`config.mk`:
```
export PLATFORM = sky130hd
export DESIGN_NAME = fht_io_sequencer
export DESIGN_NICKNAME = d
export VERILOG_FILES = /design/src/rtl/fht_io_sequencer.sv
export SDC_FILE = /design/constraint.sdc
export NUM_CORES = 1
export LEC_CHECK = 0
export CORE_UTILIZATION = 55
export CTS_BUF_LIST = sky130_fd_sc_hd__clkbuf_8
export DETAILED_ROUTE_END_ITERATION = 8
export PLACE_DENSITY = 0.84
export SLEW_MARGIN = 20
export SYNTH_ARGS = -nofsm -noshare
export SYNTH_HDL_FRONTEND = slang
export SYNTH_SLANG_ARGS = --single-unit
export TNS_END_PERCENT = 20
```
`constraint.sdc`:
```
create_clock -name iCLK -period 6.66 [get_ports iCLK]
set_clock_uncertainty 0.1 [all_clocks]
set_input_delay 0.666 -clock iCLK [delete_from_list [all_inputs] [get_ports iCLK]]
set_output_delay 0.666 -clock iCLK [all_outputs]
set_load 0.1 [all_outputs]
```
`src/rtl/fht_io_sequencer.sv`:
```
`default_nettype none
// ============================================================================
// Module      : fht_io_sequencer
// Description : Host-side sequencer for the FHT stage controller. Loads N
//               samples into four bank RAMs (bit-reversed bank addresses),
//               pulses start, waits for the controller to finish, then reads
//               the result bank set back in direct order through a small
//               output FIFO with valid/ready backpressure.
// Revision    : 1.0 - initial release
// ============================================================================
module fht_io_sequencer #(
    parameter int A_BIT = 8,
    parameter int D_BIT = 16
) (
    input  logic             iCLK,
    input  logic             iRESET,
    // sample input
    input  logic [D_BIT-1:0] iDATA,
    input  logic             iVALID,
    output logic             oREADY,
    // bank write port (set A)
    output logic [D_BIT-1:0] oDATA_WR,
    output logic [A_BIT-1:0] oADDR_WR,
    output logic             oWE_0,
    output logic             oWE_1,
    output logic             oWE_2,
    output logic             oWE_3,
    // controller handshake
    output logic             oSTART,
    input  logic             iRDY,
    input  logic             iSOURCE_DATA,
    // bank read port
    output logic [A_BIT-1:0] oADDR_RD,
    output logic             oRD_SEL,
    input  logic [D_BIT-1:0] iDATA_RD_0,
    input  logic [D_BIT-1:0] iDATA_RD_1,
    input  logic [D_BIT-1:0] iDATA_RD_2,
    input  logic [D_BIT-1:0] iDATA_RD_3,
    // result output
    output logic [D_BIT-1:0] oDATA,
    output logic             oVALID,
    input  logic             iREADY,
    output logic             oLAST,
    output logic             oBUSY
);

    localparam int               c_K_BIT = A_BIT + 2;
    localparam logic [c_K_BIT-1:0] c_LAST = '1;   // N-1

    typedef enum logic [2:0] {
        S_LOAD      = 3'd0,
        S_START     = 3'd1,
        S_WAIT_BUSY = 3'd2,
        S_WAIT_DONE = 3'd3,
        S_UNLOAD    = 3'd4
    } state_t;

    state_t r_state;
    state_t w_next;

    // load side
    logic [c_K_BIT-1:0] r_k;
    logic [3:0]         r_we;
    logic [A_BIT-1:0]   r_addr_wr;
    logic [D_BIT-1:0]   r_data_wr;
    logic [A_BIT-1:0]   w_rev;
    logic               w_accept;

    // unload side
    logic [c_K_BIT-1:0] r_j;
    logic [c_K_BIT-1:0] r_out_cnt;
    logic               r_issue_done;
    logic               r_rd_sel;
    logic               r_v1;
    logic               r_v2;
    logic [1:0]         r_bank1;
    logic [1:0]         r_bank2;
    logic [D_BIT-1:0]   r_fifo_mem [4];
    logic [1:0]         r_wp;
    logic [1:0]         r_rp;
    logic [2:0]         r_cnt;
    logic [2:0]         w_occ;
    logic               w_issue;
    logic               w_empty;
    logic               w_valid;
    logic               w_pop;
    logic               w_push;
    logic               w_head_pop;
    logic [D_BIT-1:0]   w_rd_data;
    logic [D_BIT-1:0]   w_out_data;

    logic w_ready;
    logic w_start;
    logic w_busy;

    assign w_accept = iVALID & w_ready;

    // bank address is the bit-reverse of the upper write-pointer bits
    always_comb begin
        w_rev = '0;
        for (int i = 0; i < A_BIT; i++) begin
            w_rev[i] = r_k[c_K_BIT-1-i];
        end
    end

    // state register
    always_ff @(posedge iCLK) begin
        if (iRESET) begin
            r_state <= S_LOAD;
        end else begin
            r_state <= w_next;
        end
    end

    // next-state and state-decoded outputs
    always_comb begin
        w_next  = r_state;
        w_ready = 1'b0;
        w_start = 1'b0;
        w_busy  = 1'b1;
        case (r_state)
            S_LOAD: begin
                w_ready = 1'b1;
                w_busy  = 1'b0;
                if (iVALID && (r_k == c_LAST)) begin
                    w_next = S_START;
                end
            end
            S_START: begin
                w_start = 1'b1;
                w_next  = S_WAIT_BUSY;
            end
            S_WAIT_BUSY: begin
                if (!iRDY) begin
                    w_next = S_WAIT_DONE;
                end
            end
            S_WAIT_DONE: begin
                if (iRDY) begin
                    w_next = S_UNLOAD;
                end
            end
            S_UNLOAD: begin
                if (w_pop && (r_out_cnt == c_LAST)) begin
                    w_next = S_LOAD;
                end
            end
            default: begin
                w_next = S_LOAD;
            end
        endcase
    end

    // registered bank write, one cycle after each accepted sample
    always_ff @(posedge iCLK) begin
        if (iRESET) begin
            r_k       <= '0;
            r_we      <= '0;
            r_addr_wr <= '0;
            r_data_wr <= '0;
        end else begin
            r_we <= '0;
            if (w_accept) begin
                r_k       <= r_k + 1'b1;
                r_we      <= 4'b0001 << r_k[1:0];
                r_addr_wr <= w_rev;
                r_data_wr <= iDATA;
            end
        end
    end

    // occupancy including reads still in the RAM pipeline gates new reads
    assign w_occ   = r_cnt + {2'b00, r_v1} + {2'b00, r_v2};
    assign w_issue = (r_state == S_UNLOAD) && !r_issue_done && (w_occ < 3'd4);

    // read data arriving this cycle, selected by the delayed bank index
    always_comb begin
        w_rd_data = iDATA_RD_0;
        case (r_bank2)
            2'd0: w_rd_data = iDATA_RD_0;
            2'd1: w_rd_data = iDATA_RD_1;
            2'd2: w_rd_data = iDATA_RD_2;
            2'd3: w_rd_data = iDATA_RD_3;
            default: w_rd_data = iDATA_RD_0;
        endcase
    end

    // an empty FIFO passes arriving read data straight to the output
    assign w_empty    = (r_cnt == 3'd0);
    assign w_valid    = !w_empty || r_v2;
    assign w_out_data = w_empty ? w_rd_data : r_fifo_mem[r_rp];
    assign w_pop      = w_valid && iREADY;
    assign w_head_pop = w_pop && !w_empty;
    assign w_push     = r_v2 && !(w_empty && w_pop);

    // read pointer, read pipeline tracking and result-set latch
    always_ff @(posedge iCLK) begin
        if (iRESET) begin
            r_j          <= '0;
            r_out_cnt    <= '0;
            r_issue_done <= 1'b0;
            r_rd_sel     <= 1'b0;
            r_v1         <= 1'b0;
            r_v2         <= 1'b0;
            r_bank1      <= '0;
            r_bank2      <= '0;
        end else begin
            if ((r_state == S_WAIT_DONE) && iRDY) begin
                r_rd_sel     <= iSOURCE_DATA;
                r_j          <= '0;
                r_out_cnt    <= '0;
                r_issue_done <= 1'b0;
            end else begin
                if (w_issue) begin
                    r_j <= r_j + 1'b1;
                    if (r_j == c_LAST) begin
                        r_issue_done <= 1'b1;
                    end
                end
                if (w_pop) begin
                    r_out_cnt <= r_out_cnt + 1'b1;
                end
            end
            r_v1    <= w_issue;
            r_bank1 <= r_j[c_K_BIT-1:A_BIT];
            r_v2    <= r_v1;
            r_bank2 <= r_bank1;
        end
    end

    // output FIFO pointers and occupancy
    always_ff @(posedge iCLK) begin
        if (iRESET) begin
            r_wp  <= '0;
            r_rp  <= '0;
            r_cnt <= '0;
        end else begin
            if (w_push) begin
                r_wp <= r_wp + 1'b1;
            end
            if (w_head_pop) begin
                r_rp <= r_rp + 1'b1;
            end
            r_cnt <= r_cnt + {2'b00, w_push} - {2'b00, w_head_pop};
        end
    end

    // output FIFO storage
    always_ff @(posedge iCLK) begin
        if (w_push) begin
            r_fifo_mem[r_wp] <= w_rd_data;
        end
    end

    assign oREADY   = w_ready;
    assign oSTART   = w_start;
    assign oBUSY    = w_busy;
    assign oDATA_WR = r_data_wr;
    assign oADDR_WR = r_addr_wr;
    assign oWE_0    = r_we[0];
    assign oWE_1    = r_we[1];
    assign oWE_2    = r_we[2];
    assign oWE_3    = r_we[3];
    assign oADDR_RD = r_j[A_BIT-1:0];
    assign oRD_SEL  = r_rd_sel;
    assign oVALID   = w_valid;
    assign oDATA    = w_valid ? w_out_data : '0;
    assign oLAST    = w_valid && (r_out_cnt == c_LAST);

endmodule
`default_nettype wire
```
# Yosys cells after proc, flatten, opt, wreduce, memory -nomap -nowiden
# Memories as Yosys holds them, arrays and structs flattened. A register that Yosys moved wholly into a read port is not among the register bits.
# Cells that the tools add are included.
# Widths: inputs -> output; s select.
[op_classes]
shifts = 1
bitwise_logic = 2
eq_ne = 14
mux = 15
order_cmp = 1
n_reduce_logical = 21
n_addsub = 9
[ops]
columns = ["op", "count"]
rows = [
  ["$pmux 16 s4", 1],
  ["$mux 16", 2],
  ["$add 10x1->10 const B", 3],
  ["$eq 10x10->1 const B", 3],
  ["$pmux 3 s5", 1],
  ["$mux 3", 4],
  ["$logic_and 1x1->1", 10],
  ["$add 3x1->3", 3],
  ["$ne 2x2->1 const B", 4],
  ["$eq 3x2->1 const B", 2],
  ["$logic_not 3->1", 2],
  ["$mux 1", 5],
  ["$add 2x1->2 const B", 2],
  ["$eq 2x2->1 const B", 2],
  ["$mux 2", 2],
  ["$reduce_and 4->1", 1],
  ["$reduce_or 2->1", 2],
  ["$shl 1x2->4 const A", 1],
  ["$eq 3x1->1 const B", 1],
  ["$eq 3x3->1 const B", 1],
  ["$logic_not 1->1", 3],
  ["$lt 3x3->1 const B", 1],
  ["$sub 3x1->3", 1],
  ["$eq 2x1->1 const B", 1],
  ["5 further kinds", 5],
]
[word_totals]
mem_count = 1
ram_bits = 64
output_inout_bits = 58
reg_bits = 76
elab_cells = 80
in_bits = 86
[memory_table]
columns = ["memory", "depth", "word_bits", "read_ports", "rd_ports_with_merged_regs", "write_ports", "line", "rtl"]
rows = [
  ["r_fifo_mem", 4, 16, 1, 1, 1, "78", "logic [D_BIT-1:0] r_fifo_mem [4];"],
]

# Depth between registers and ports, before layout
# Gate-level depths: netlist of the first run.
[logic_depth]
depth_word = 9
mapped_depth = 11

# Least setup slack after synthesis of the first run
# Ideal clock, no wire load.
[synth_timing]
path_type = "register -> output"
start = "reg r_state[1]"
end = "out oSTART"
required_ns = 5.894
stages_incl_launch_ff = 3
arrival_ns = 2.669
path_buffers = 1
path_slack_ns = 3.225
path_cell_list = "dfxtp_1 -> buf_2 -> nor3b_1"
[synth_via]
elab_chain_cells = 2
[synth_lines]
columns = ["item", "line", "rtl"]
rows = [
  ["start, declared", "58", "state_t r_state;"],
  ["start signal, assigned", "111", "r_state <= w_next;"],
  ["$eq 3x1->1", "121", "case (r_state)"],
  ["$mux 1", "121", ""],
  ["end, declared", "29", "output logic oSTART,"],
]
# Every way passes these cells.

# Final worst setup path of the first run
[layout_timing]
start = "reg r_cnt[1]"
end = "out oDATA[2]"
[layout_via]
elab_chain_cells = 4
[layout_lines]
columns = ["item", "line", "rtl"]
rows = [
  ["start, declared", "81", "logic [2:0] r_cnt;"],
  ["start signal, assigned", "244", "r_cnt <= r_cnt + {2'b00, w_push} - {2'b00, w_head_pop};"],
  ["$logic_not 3->1 *", "189", "assign w_empty = (r_cnt == 3'd0);"],
  ["$logic_not 1->1", "190", "assign w_valid = !w_empty || r_v2;"],
  ["$logic_or 1x1->1", "190", ""],
  ["$mux 16 *", "267", "assign oDATA = w_valid ? w_out_data : '0;"],
  ["end, declared", "40", "output logic [D_BIT-1:0] oDATA,"],
]
# Every way passes the cells marked *; elsewhere a longest branch is shown, timed or not.

==> run summary, run 1 <==
status: completed
1st-pass router iterations: 4
Antenna Violating Nets Remaining: 0
antenna violations before repair: 0
I/O Pins: 144
Post-synth top cells: dfxtp_1 (78), nand2_1 (66), edfxtp_1 (64), a21oi_1 (37)
WL final: 13200 µm
# H-tree levels: 4
Buffers on Ports: 143
post-CTS resize count: 0
Slew @ Worst Pin: 1.02 ns
Final Max Slew Viols: 0
chip height: 108 µm
syn nets: 605
critical path endpoint category: output pin
dominant cell by count in the synthesized netlist: dfxtp_1
top post-synthesis cells by area: edfxtp_1 (31%), dfxtp_1 (25%), mux4_2 (12%), nand2_1 (4.0%), a21oi_1 (3.0%)
Final HPWL DP: 8960 µm
Fin. Hold Viols: 0
crit-path cells: nor3_1 -> and2_1 -> a22o_1 -> clkdlybuf4s50_1
period utilization: 0.600
nets: 727
cts bufs inserted: 17
shortest period the worst path allows: 4.00 ns
global-route wire length before repair: 20800 µm
Hold Path Class: reg -> reg
P_leak: 2.65 nW
post-layout util: 0.732
Final Instance Count excl. Fillers: 783
Rows: 38
Antenna diodes: 0
Worst Hold Slack: 0.342 ns
routed via count: 4442
clk buf depth: 2
Crit Path Max Fanout: 16
Post-synth EDFFs: 64
CP delay by family, top: buffers and inverters
Initial DRC Count: 227
slowest cell on the critical path: clkdlybuf4s50_1
Syn. warnings: 0
Fmax achieved: 250 MHz
slew margin rel.: 0.318
largest net degree at the start of global routing: 59
Layout area overhead: 29.1%
power per cell area: 322 mW/mm²
asr flop ratio synth: 0
die area: 0.0117 mm²
Die W: 108 µm
CP Class: reg -> out
post-synthesis sequential area ratio: 0.564
Worst Setup Start Kind: register
arrival time at the worst endpoint: 3.23 ns
layout cells sized above 1: 0.107
CTS root buf: clkbuf_8
Post-Synthesis Cell Area: 0.00617 mm²
Crit path required time: 5.89 ns
Crit path largest cell delay: 1.14 ns
register clock-pin slew on the reported worst setup and hold paths: 0.07 ns
Post CTS Setup Buffer Count: 0
global route overflow: 0
Max rail drop VDD: 330 µV
vias per inst: 5.67
number of global-route vias before repair: 4432
Finish-stage setup viols: 0
RD Place Congestion: 0.741
post-cts hold buffer count: 0
Sink Count: 142
CORE AREA: 0.0109 mm²
FF+latch count, synth: 142
Cells after Synth: 508
setup TNS: 0 ns
GRT Resource Usage Total: 0.236
count of cell types in the netlist: 43
RSZ-0062 raised after global routing: false
Placed Cells: 751
max cap viols: 0
Synth area leader: edfxtp_1
top cell type's share of synthesized area: 0.311
Clock Latency Late Sink: 0.44 ns
DRC errors left: 0
worst path bufs/invs: 1
Routed WL per cell: 16.8 µm
CTS tree: built
Top FF cell, synth: dfxtp_1
Avg Cell Area, Syn: 12.2 µm²
Design Power: 2.56 mW
Initial Util: 0.567
final cells by class:
cell class              count  area [µm²]
multi-input cells         314        2440
clock inverters            15         154
clock buffers              17         234
flip-flops and latches    142        3490
repair buffers            144        1430
well taps                 140         175
fillers                   766        2920
inverters                  11        41.3
worst paths after layout:
path / from / to / slack [ns] / cells past startpoint
max: r_cnt[1]$_SDFF_PP0_ / oDATA[2] / 2.66 / 4
min: r_bank1[1]$_SDFF_PP0_ / r_bank2[1]$_SDFF_PP0_ / 0.34 / 1
max reg2reg: r_cnt[1]$_SDFF_PP0_ / r_cnt[2]$_SDFF_PP0_ / 3.70 / 9
min reg2reg: r_bank1[1]$_SDFF_PP0_ / r_bank2[1]$_SDFF_PP0_ / 0.34 / 1
cells by family after synthesis:
logic type | after synthesis | share of synthesized area
AND/OR/NAND/NOR | 175 | 0.142
multiplexers | 35 | 0.122
flip-flops | 142 | 0.564
XOR/XNOR | 23 | 0.0326
AO/OA/AOI/OAI | 70 | 0.0742
adder cells (fa/ha/maj) | 11 | 0.0235
buffers and inverters | 52 | 0.0415
state kept, by name (all words and copies together) (netlist names), named ones only:
| name | flops |
|---|---|
| r_state | 3 |
| r_fifo_mem | 64 |
| r_cnt | 3 |
| r_j | 10 |
| r_rp | 2 |
| r_bank2 | 2 |
| oADDR_WR | 8 |
| r_we | 4 |
| r_v1 | 1 |
| r_bank1 | 2 |
| r_issue_done | 1 |
| r_k | 10 |
| oRD_SEL | 1 |
| oDATA_WR | 16 |
| r_out_cnt | 10 |
| r_v2 | 1 |
| r_wp | 2 |
stage by stage:
stage                     setup slack (ns)  cell area (µm²)
after floorplan                       3.23             6170
after detailed placement              3.07             7570
after CTS                             2.68             7960
after global routing                  2.51             7970
after global placement                2.92             7570
final                                 2.66             7970
placed cells by master (no fill, tap or decap), types with 11 or more instances in the layout:
master           netlist  routed
nor3_1                12      12
a21oi_1               37      37
clkdlybuf4s50_1        0     142
nand3_1               11      11
a22o_1                16      16
dfxtp_1               78      76
xnor2_1               17      17
nand2_1               66      66
edfxtp_1              64      64
inv_1                 11      13
nor2_1                32      32
mux4_2                32      32
clkbuf_8               0      17
metal layers:
metal  share of wire  up-vias  routed length [µm]  global-route usage
met5               0        -                   0                   0
met4           0.012        0                 163              0.0685
met3           0.078       18                1030              0.0844
met2            0.51      173                6680               0.414
met1            0.40     2153                5320               0.270
li1                -     2098                   -                   -
power by group:
group,switching [mW],internal [mW],total [mW]
sequential,0.0583,0.936,0.995
combinational,0.600,0.288,0.889
clock,0.317,0.361,0.678
total,0.976,1.59,2.56
Note: power is estimated with default switching activity, not from simulation.
==> run 2: changes to the inputs <==
CORE_UTILIZATION = 47   (was 55)
PLACE_DENSITY = 0.76   (was 0.84)
clock period = 3.2 ns   (was 6.66 ns; I/O delays follow)
==> run summary, run 2 (same netlist as run 1, synthesis figures left out) <==
Finish-stage setup viols: 0 (unchanged)
setup TNS: 0 ns (unchanged)
die area: 0.0136 mm² (was 0.0117 mm²)
most used routing layer: met2 (unchanged)
critical path endpoint category: output pin (unchanged)
worst r2r path cells: 11 (was 9)
Design Power: 5.62 mW (was 2.56 mW)
I/O Pins: 144 (unchanged)
Hold Path Class: in -> reg (was reg -> reg)
CORE AREA: 0.0127 mm² (was 0.0109 mm²)
Worst Setup Start Kind: register (unchanged)
RR Endpoint: r_cnt[2]$_SDFF_PP0_ (unchanged)
post-CTS resize count: 0 (unchanged)
P_leak: 2.79 nW (was 2.65 nW)
Crit Path Max Fanout: 16 (unchanged)
Sw Share: 0.375 (was 0.381)
Final HPWL DP: 9470 µm (was 8960 µm)
crit-path cells: nor3_1 -> and2_1 -> a22o_1 -> buf_12 (was nor3_1 -> and2_1 -> a22o_1 -> clkdlybuf4s50_1)
Internal: 3.51 mW (was 1.59 mW)
max reg flops: 64 (unchanged)
Routed WL per cell: 16.5 µm (was 16.8 µm)
arrival time at the worst endpoint: 2.38 ns (was 3.23 ns)
Crit path largest cell delay: 0.69 ns (was 1.14 ns)
switching pwr: 2.11 mW (was 0.976 mW)
Initial Util: 0.485 (was 0.567)
Initial DRC Count: 218 (was 227)
met2 GRT Util: 0.383 (was 0.414)
antenna violations before repair: 0 (unchanged)
power per cell area: 685 mW/mm² (was 322 mW/mm²)
fin worst setup slack: 0.402 ns (was 2.66 ns)
Reg2Reg Setup Slack: 0.78 ns (was 3.70 ns)
status: completed (unchanged)
Die W: 117 µm (was 108 µm)
WL final: 13600 µm (was 13200 µm)
most flop-heavy register: r_fifo_mem (unchanged)
Antenna Violating Nets Remaining: 0 (unchanged)
layout cells sized above 1: 0.157 (was 0.107)
Final Max Slew Viols: 0 (unchanged)
1st-pass router iterations: 4 (unchanged)
most common cell after layout, fill and taps aside: clkdlybuf4s50_1 (unchanged)
CP Class: reg -> out (unchanged)
post-cts hold buffer count: 0 (unchanged)
RSZ-0062 raised after global routing: false (unchanged)
post-place setup slack: 0.559 ns (was 3.07 ns)
GRT Resource Usage Total: 0.207 (was 0.236)
Sink Count: 142 (unchanged)
Reg power frac: 0.358 (was 0.388)
Fin. Hold Viols: 0 (unchanged)
vias per inst: 5.41 (was 5.67)
Buffers on Ports: 143 (unchanged)
Antenna diodes: 0 (unchanged)
slew margin rel.: 0.332 (was 0.318)
Rows: 41 (was 38)
Combinational Power Share: 0.396 (was 0.347)
number of global-route vias before repair: 4441 (was 4432)
register clock-pin slew on the reported worst setup and hold paths: 0.07 ns (about the same)
most frequent cells in the layout: clkdlybuf4s50_1 (118), dfxtp_1 (78), nand2_1 (66), edfxtp_1 (64), a21oi_1 (37) (was clkdlybuf4s50_1 (142), dfxtp_1 (76), nand2_1 (66), edfxtp_1 (64), a21oi_1 (37))
Layout area overhead: 32.8% (was 29.1%)
max cap viols: 0 (unchanged)
Slew @ Worst Pin: 0.999 ns (was 1.02 ns)
Crit path required time: 2.78 ns (was 5.89 ns)
R2R Path Start: r_cnt[1]$_SDFF_PP0_ (unchanged)
Fmax achieved: 357 MHz
Clk network pwr share: 0.246 (was 0.265)
# H-tree levels: 4 (unchanged)
largest net degree at the start of global routing: 40 (was 59)
routed via count: 4454 (was 4442)
DRC errors left: 0 (unchanged)
Clock Latency Late Sink: 0.43 ns (was 0.44 ns)
cts bufs inserted: 17 (unchanged)
met3 usage: 0.0643 (was 0.0844)
shortest period the worst path allows: 2.80 ns
CTS root buf: clkbuf_8 (unchanged)
RD Place Congestion: 0.764 (was 0.741)
CTS tree: built (unchanged)
clk buf depth: 2 (unchanged)
Post CTS Setup Buffer Count: 0 (unchanged)
Fillers: 1003 (was 766)
slowest cell on the critical path: and2_1 (was clkdlybuf4s50_1)
GR Util met1: 0.230 (was 0.270)
global route overflow: 0 (unchanged)
period utilization: 0.874
global-route wire length before repair: 21400 µm (was 20800 µm)
Max rail drop VDD: 325 µV (was 330 µV)
cell depth of the worst hold path: 2 (was 1)
chip height: 117 µm (was 108 µm)
nets: 735 (was 727)
hold path start: iRESET (was r_bank1[1]$_SDFF_PP0_)
==> run 2: cell types whose count changed in the layout (fill, tap and decap cells not counted), moves of 2 or more <==
cell	previous run	this run
clkdlybuf4s50_1	142	118
buf_12	0	16
buf_4	1	17
clkinv_1	5	0
clkinv_4	1	3
dfxtp_1	76	78
dfxtp_2	2	0
inv_6	1	3
==> run 2: worst max path at each step <==
| stage | slack [ns] | cells past startpoint | start | to |
|---|---|---|---|---|
| 5_1_grt | 0.23 | 4 | r_cnt[1]$_SDFF_PP0_ | oDATA[1] |
| 3_3_place_gp | 0.61 | 11 | iREADY | r_cnt[2]$_SDFF_PP0_ |
| 4_1_cts | 0.35 | 4 | r_cnt[1]$_SDFF_PP0_ | oDATA[1] |
| 6_report | 0.40 | 4 | r_cnt[1]$_SDFF_PP0_ | oDATA[1] |
| 2_1_floorplan | 0.11 | 2 | r_state[1]$_SDFFE_PP0P_ | oSTART |
| 3_5_place_dp | 0.56 | 11 | iREADY | r_cnt[2]$_SDFF_PP0_ |
==> run 2: critical path, delay by kind of cell, from the launching register on <==
kind                   cells  cell delay (ns)
AND/OR/NAND/NOR            2             1.05
flip-flops                 1             0.39
AO/OA/AOI/OAI              1             0.31
buffers and inverters      1             0.19
==> run 2: power by group through the flow <==
stage                     Combinational (mW)  Sequential, mW  Clock [mW]
after floorplan                         1.40            2.12           0
after global routing                    2.32            2.02        1.49
final                                   2.22            2.01        1.38
after CTS                               2.24            2.01        1.41
after detailed placement                2.24            2.05           0
after global placement                  2.20            2.05           0
==> run 2: cell type report <==
type	instances	area (µm²)	share of cell area
sequential	142	3480	0.425
multi-input combinational	314	2430	0.297
timing repair buffer	152	1630	0.199
clock buffer	18	248	0.0302
tap	172	215	0.0262
clock inverter	14	145	0.0177
inverter	11	41.3	0.00504
==> run 2: metal layers <==
| layer | part of all wire | wire length (µm) |
|---|---|---|
| met4 | 0.0083 | 112 |
| met1 | 0.40 | 5470 |
| met3 | 0.072 | 977 |
| met5 | 0 | 0 |
| met2 | 0.52 | 7010 |
==> run 2: per-stage QoR <==
step                      hold WS [ns]  std cells  cell area, µm²  utilization
after floorplan                  0.314        508            6170            -
after global placement           0.327        791            7810        0.614
after detailed placement         0.326        791            7810        0.614
after CTS                        0.162        823            8200        0.645
after global routing             0.171        823            8200        0.645
final                            0.180        823            8200        0.645
